`src/rtl/coin_credit_accumulator.sv`:
```
// Coin credit accumulator: converts coins to base-unit credit per client session and hands it to the vending core.
// Optional `COIN_COUNT_EN adds coin_count[7:0], the number of accepted coins in the session.
module coin_credit_accumulator #(
  parameter int unsigned RATE_0     = 1,
  parameter int unsigned RATE_1     = 90,
  parameter int unsigned RATE_2     = 100,
  parameter int unsigned MAX_CREDIT = 100000
) (
  input  logic        clk,
  input  logic        rst_n,
  input  logic        id_valid,
  input  logic [8:0]  client_id,
  input  logic [5:0]  coin_in,
  input  logic [1:0]  currency_type,
  input  logic        coin_insert,
  input  logic        confirm,
  input  logic        credit_ready,
  output logic        credit_valid,
  output logic [31:0] credit_out,
  output logic [8:0]  credit_client_id,
  output logic        session_active,
  output logic        coin_reject,
  output logic        refund_valid,
  output logic [31:0] refund_amount
`ifdef COIN_COUNT_EN
  ,
  output logic [7:0]  coin_count
`endif
);

  typedef enum logic [1:0] {IDLE = 2'd0, COLLECT = 2'd1, HANDOFF = 2'd2} state_t;

  localparam logic [31:0] R0     = 32'(RATE_0);
  localparam logic [31:0] R1     = 32'(RATE_1);
  localparam logic [31:0] R2     = 32'(RATE_2);
  localparam logic [32:0] MAX_CR = 33'(MAX_CREDIT);

  state_t      state_q, state_d;
  logic [31:0] credit_q, credit_d;
  logic [8:0]  client_q, client_d;
  logic        cv_q, cv_d;
  logic        active_q, active_d;
  logic        reject_q, reject_d;
  logic        refund_v_q, refund_v_d;
  logic [31:0] refund_a_q, refund_a_d;
  logic [7:0]  count_q, count_d;

  logic [31:0] rate;
  logic [31:0] coin_value;
  logic [32:0] sum;
  logic        coin_ok;
  logic        accept;
  logic [31:0] credit_next;

  // Coin evaluation; the sum is one bit wider so the ceiling compare cannot wrap.
  always_comb begin
    rate = '0;
    case (currency_type)
      2'd0:    rate = R0;
      2'd1:    rate = R1;
      2'd2:    rate = R2;
      default: rate = '0;
    endcase
    coin_value  = 32'(coin_in) * rate;
    sum         = {1'b0, credit_q} + {1'b0, coin_value};
    coin_ok     = (state_q == COLLECT) && (currency_type != 2'd3) && (coin_in != 6'd0) &&
                  id_valid && (sum <= MAX_CR);
    accept      = coin_insert && coin_ok;
    credit_next = accept ? sum[31:0] : credit_q;
  end

  always_comb begin
    state_d    = state_q;
    credit_d   = credit_q;
    client_d   = client_q;
    cv_d       = cv_q;
    reject_d   = coin_insert && !coin_ok;
    refund_v_d = 1'b0;
    refund_a_d = '0;
    count_d    = count_q;
    case (state_q)
      IDLE: begin
        if (id_valid) begin
          state_d  = COLLECT;
          client_d = client_id;
          credit_d = '0;
          count_d  = '0;
        end
      end
      COLLECT: begin
        if (!id_valid) begin
          // Abort: any coin this cycle is already rejected via coin_ok, so it never reaches the refund.
          state_d    = IDLE;
          refund_v_d = 1'b1;
          refund_a_d = credit_q;
          credit_d   = '0;
          count_d    = '0;
        end else begin
          credit_d = credit_next;
          if (accept && count_q != 8'hFF) count_d = count_q + 8'd1;
          if (confirm && credit_next != '0) begin
            state_d = HANDOFF;
            cv_d    = 1'b1;
          end
        end
      end
      HANDOFF: begin
        if (cv_q && credit_ready) begin
          state_d  = IDLE;
          cv_d     = 1'b0;
          credit_d = '0;
          count_d  = '0;
        end
      end
      default: begin
        state_d  = IDLE;
        cv_d     = 1'b0;
        credit_d = '0;
        count_d  = '0;
      end
    endcase
    active_d = (state_d == COLLECT);
  end

  always_ff @(posedge clk or negedge rst_n) begin
    if (!rst_n) begin
      state_q    <= IDLE;
      credit_q   <= '0;
      client_q   <= '0;
      cv_q       <= 1'b0;
      active_q   <= 1'b0;
      reject_q   <= 1'b0;
      refund_v_q <= 1'b0;
      refund_a_q <= '0;
      count_q    <= '0;
    end else begin
      state_q    <= state_d;
      credit_q   <= credit_d;
      client_q   <= client_d;
      cv_q       <= cv_d;
      active_q   <= active_d;
      reject_q   <= reject_d;
      refund_v_q <= refund_v_d;
      refund_a_q <= refund_a_d;
      count_q    <= count_d;
    end
  end

  assign credit_valid     = cv_q;
  assign credit_out       = credit_q;
  assign credit_client_id = client_q;
  assign session_active   = active_q;
  assign coin_reject      = reject_q;
  assign refund_valid     = refund_v_q;
  assign refund_amount    = refund_a_q;

`ifdef COIN_COUNT_EN
  assign coin_count = count_q;
`else
  logic unused_count;
  assign unused_count = ^count_q;
`endif

endmodule

```
`config.mk`:
```
export PLATFORM = sky130hd
export DESIGN_NAME = coin_credit_accumulator
export DESIGN_NICKNAME = d
export VERILOG_FILES = /design/src/rtl/coin_credit_accumulator.sv
export SDC_FILE = /design/constraint.sdc
export NUM_CORES = 1
export LEC_CHECK = 0
export CORE_AREA = 4 4 114 116
export CTS_BUF_LIST = sky130_fd_sc_hd__clkbuf_16
export CTS_CLUSTER_DIAMETER = 40
export DETAILED_ROUTE_END_ITERATION = 10
export DIE_AREA = 0 0 118 120
export GPL_ROUTABILITY_DRIVEN = 0
export GPL_TIMING_DRIVEN = 0
export PLACE_DENSITY = 0.79
export SYNTH_ARGS = -nofsm -noshare
export SYNTH_HDL_FRONTEND = slang
export SYNTH_SLANG_ARGS = --single-unit
```
`constraint.sdc`:
```
create_clock -name clk -period 8.9 [get_ports clk]
set_input_delay 2.225 -clock clk [delete_from_list [all_inputs] [get_ports clk]]
set_output_delay 2.225 -clock clk [all_outputs]
set_load 0.005 [all_outputs]
```
==> flow_metrics.py <==
metrics = {
    "drt": {
        "first_iter_violations": 330,
        "routed-via-count": 4721,
        "viasPerCell": 5.634,
        "ant_nets": 0,
        "first_pass_iters": 5,
        "wirelength_um": 14090,
        "post_drt_wl_per_cell_um": 16.82,
        "drc": 0,
    },
    "timing": {
        "period_needed_ns": 8.599,
        "relSlewSlack_pct": 23.10,
        "tightest_slew_ns": 1.145,
        "clock-skew-final_ns": 0.007890,
        "post-route-period-util_pct": 96.62,
        "setup_viol": 0,
        "whs_ns": 0.5042,
        "clock.fmax_mhz": 116.3,
        "finalHoldViolations": 0,
        "final-max-slew-violation-count": 0,
    },
    "logic_synthesis": {
        "ys_types": 66,
        "synth_cells": 564,
        "ys_seq_elements": 79,
        "synth_area_mm2": 0.005492,
        "yosysWarnings": 0,
        "syn-num-nets": 651,
        "synth_edf_count": 0,
        "ys_seq_area_share_pct": 36.00,
        "async_flop_share_pct": 100.0,
        "synth_ff_type": "dfrtp_1",
        "avgSynthCellArea_um2": 9.737,
    },
    "floorplanning": {
        "coreArea_mm2": 0.01191,
        "die_w_um": 118,
        "dieArea_mm2": 0.01416,
        "rows": 40,
        "initial_core_util_pct": 46.10,
        "die_h_um": 120,
        "ios": 100,
    },
    "clock_network": {
        "root_buffer": "clkbuf_16",
        "clock_sinks": 79,
        "cts_buffers": 9,
        "clkTransAtPathRegs_ns": 0.06,
        "cts_buffer_depth": 2,
        "htreeDepth": 3,
        "clock_latency_ns": 0.33,
        "tritoncts": "built",
    },
    "power": {
        "seqPwrFrac_pct": 36.7,
        "leakagePower_nw": 3.329,
        "swShare_pct": 28.44,
        "netSwitchingPower_w": 0.0002969,
        "ir_drop_mv": 0.09726,
        "p_int_w": 0.0007470,
        "clock_power_share_pct": 36.0,
        "comb_power_share_pct": 27.3,
        "p_per_area_mw_per_mm2": 143.7,
    },
    "global_routing": {
        "grt_pass1_wl_um": 23450,
        "grt_max_degree": 63,
        "grt_pass1_vias": 4766,
        "grt_usage_pct": 20.23,
        "grt_overflow": 0,
        "grt_antenna_before_repair": 0,
    },
    "min_path": {
        "hp-class": "flop to flop",
        "hold_start": "credit_client_id[4]",
        "whs_path_depth": 1,
        "min_to": "credit_client_id[4]",
    },
    "worst_setup_path": {
        "cp_max_fo": 9,
        "crit_path_start_kind": "primary input",
        "critPathCaptureType": "flop",
        "required_ns": 9.17,
        "worst-r2r-cell-count": 14,
        "critPathMaxStageDelay_ns": 0.57,
        "reg2reg_from": "credit_out[0]",
        "reg2reg_slack_ns": 4.82,
        "worst_path_most_repeated_cell": "fa_1",
        "timing.rr.end": "state_q[1]",
        "cp.arrival_ns": 8.87,
        "crit_start": "currency_type[1]",
        "crit_type": "primary input to flop",
        "cp_slowest_cell": "or4_4",
    },
    "layout": {
        "nNetsFinal": 774,
        "post_route_cells_drive_above_1_share_pct": 13.75,
        "num-fill-cells": 979,
        "area_growth_pct": 32.33,
        "post-route-util_pct": 61.01,
        "final_common_cell": "clkdlybuf4s50_1",
        "diodes": 0,
        "final_cell_mix": "89 x clkdlybuf4s50_1, 79 x dfrtp_1, 51 x inv_1",
    },
    "run": {
        "drv_cap": 0,
    },
    "placement": {
        "dp_hpwl_um": 10980,
        "io_buffers": 97,
    },
    "outcome": {
        "status": "completed",
    },
}
## how the worst max path moves through the flow
stage / endpoint / slack, ns / cells after the start
after floorplan: session_active / 0.19 / 31
after global placement: credit_out[10] / -0.87 / 31
after detailed placement: credit_out[13] / -1.09 / 33
after CTS: credit_out[14] / 0.12 / 31
after global routing: state_q[1] / -0.03 / 32
final: state_q[1] / 0.30 / 32
## through the flow
| stage | power (W) | TNS, ns | std cells | setup slack, ns | instance area [um^2] |
|---|---|---|---|---|---|
| after floorplan | 0.0005623 | 0 | 564 | 0.1850 | 5492 |
| after global placement | 0.0006425 | -17.60 | 808 | -0.8689 | 6646 |
| after detailed placement | 0.0006551 | -22.86 | 809 | -1.088 | 6671 |
| after CTS | 0.001046 | 0 | 835 | 0.1225 | 7189 |
| after global routing | 0.001105 | -0.06763 | 838 | -0.03236 | 7267 |
| final | 0.001044 | 0 | 838 | 0.3009 | 7267 |
## cells in the mapped netlist (5+ instances only)
library cell	instances	share of area, %
a211oi_1	5	0.68
a21o_1	5	0.68
a21oi_1	24	2.2
a22o_1	11	1.8
a31oi_1	6	0.68
and2_1	47	5.4
buf_2	6	0.55
clkbuf_1	9	0.62
dfrtp_1	79	36
fa_1	19	6.9
ha_1	45	10
inv_1	53	3.6
mux2_2	10	2.1
nand2_1	38	2.6
nand2b_1	6	0.68
nand3_1	12	1.1
nand4_1	9	1.0
nor2_1	29	2.0
nor2b_1	15	1.7
nor3_1	7	0.64
nor4_1	13	1.5
o21ai_0	18	1.6
xnor2_1	16	2.6
xor2_1	9	1.4
## cell type report
class / instances / area [um^2] / area share, %
Buffer: 14 / 71.32 / 0.9814
Clock buffer: 9 / 225.2 / 3.099
Clock inverter: 6 / 77.57 / 1.067
Inverter: 53 / 198.9 / 2.738
Multi-Input combinational cell: 417 / 3422 / 47.09
Sequential cell: 79 / 1977 / 27.20
Tap cell: 147 / 183.9 / 2.531
Timing Repair Buffer: 113 / 1111 / 15.29
## critical path, delay by kind of cell
family / cells / cell delay [ns]
multiplexers: 1 / 0.23
AND/OR/NAND/NOR: 10 / 1.95
AO/OA/AOI/OAI: 8 / 1.45
XOR/XNOR: 1 / 0.12
buffers and inverters: 6 / 0.72
adder cells (fa/ha/maj): 6 / 2.18
## layer usage
metal	wire length [um]	vias up	track usage [%]
met5	0	-	0
met4	283	0	6.886
met3	1020	25	4.053
met2	6722	189	33.99
met1	6065	2271	26.18
li1	-	2236	-
## kinds of logic after synthesis
| kind of cell | Yosys count | synth area share [%] |
|---|---|---|
| AO/OA/AOI/OAI | 118 | 15.68 |
| flip-flops | 79 | 36.00 |
| XOR/XNOR | 25 | 3.987 |
| AND/OR/NAND/NOR | 199 | 20.12 |
| adder cells (fa/ha/maj) | 64 | 17.18 |
| multiplexers | 11 | 2.256 |
| buffers and inverters | 68 | 4.785 |
## state kept, by name, indices dropped and copies added (netlist names)
signal / flops
coin_reject: 1
credit_client_id: 9
refund_valid: 1
state_q: 2
session_active: 1
credit_valid: 1
credit_out: 32
refund_amount: 32
## power groups by stage
stage	sequential (W)	combinational [W]	clock (W)
6_report	0.000383	0.000285	0.000375
5_1_grt	0.000385	0.000321	0.000399
4_1_cts	0.000383	0.000281	0.000382
3_5_place_dp	0.000390	0.000265	0
3_3_place_gp	0.000389	0.000254	0
2_1_floorplan	0.000390	0.000173	0
## what timing repair did
action | 4_1_cts | 5_1_grt
hold buffers | 0 | 0
setup endpoints to repair | 23 | 23
endpoints found under the hold margin | 0 | 0
setup buffers | 12 | 3
pin swaps | 13 | 11
gates resized for setup | 38 | 25
Note: power is estimated with default switching activity, not from simulation.
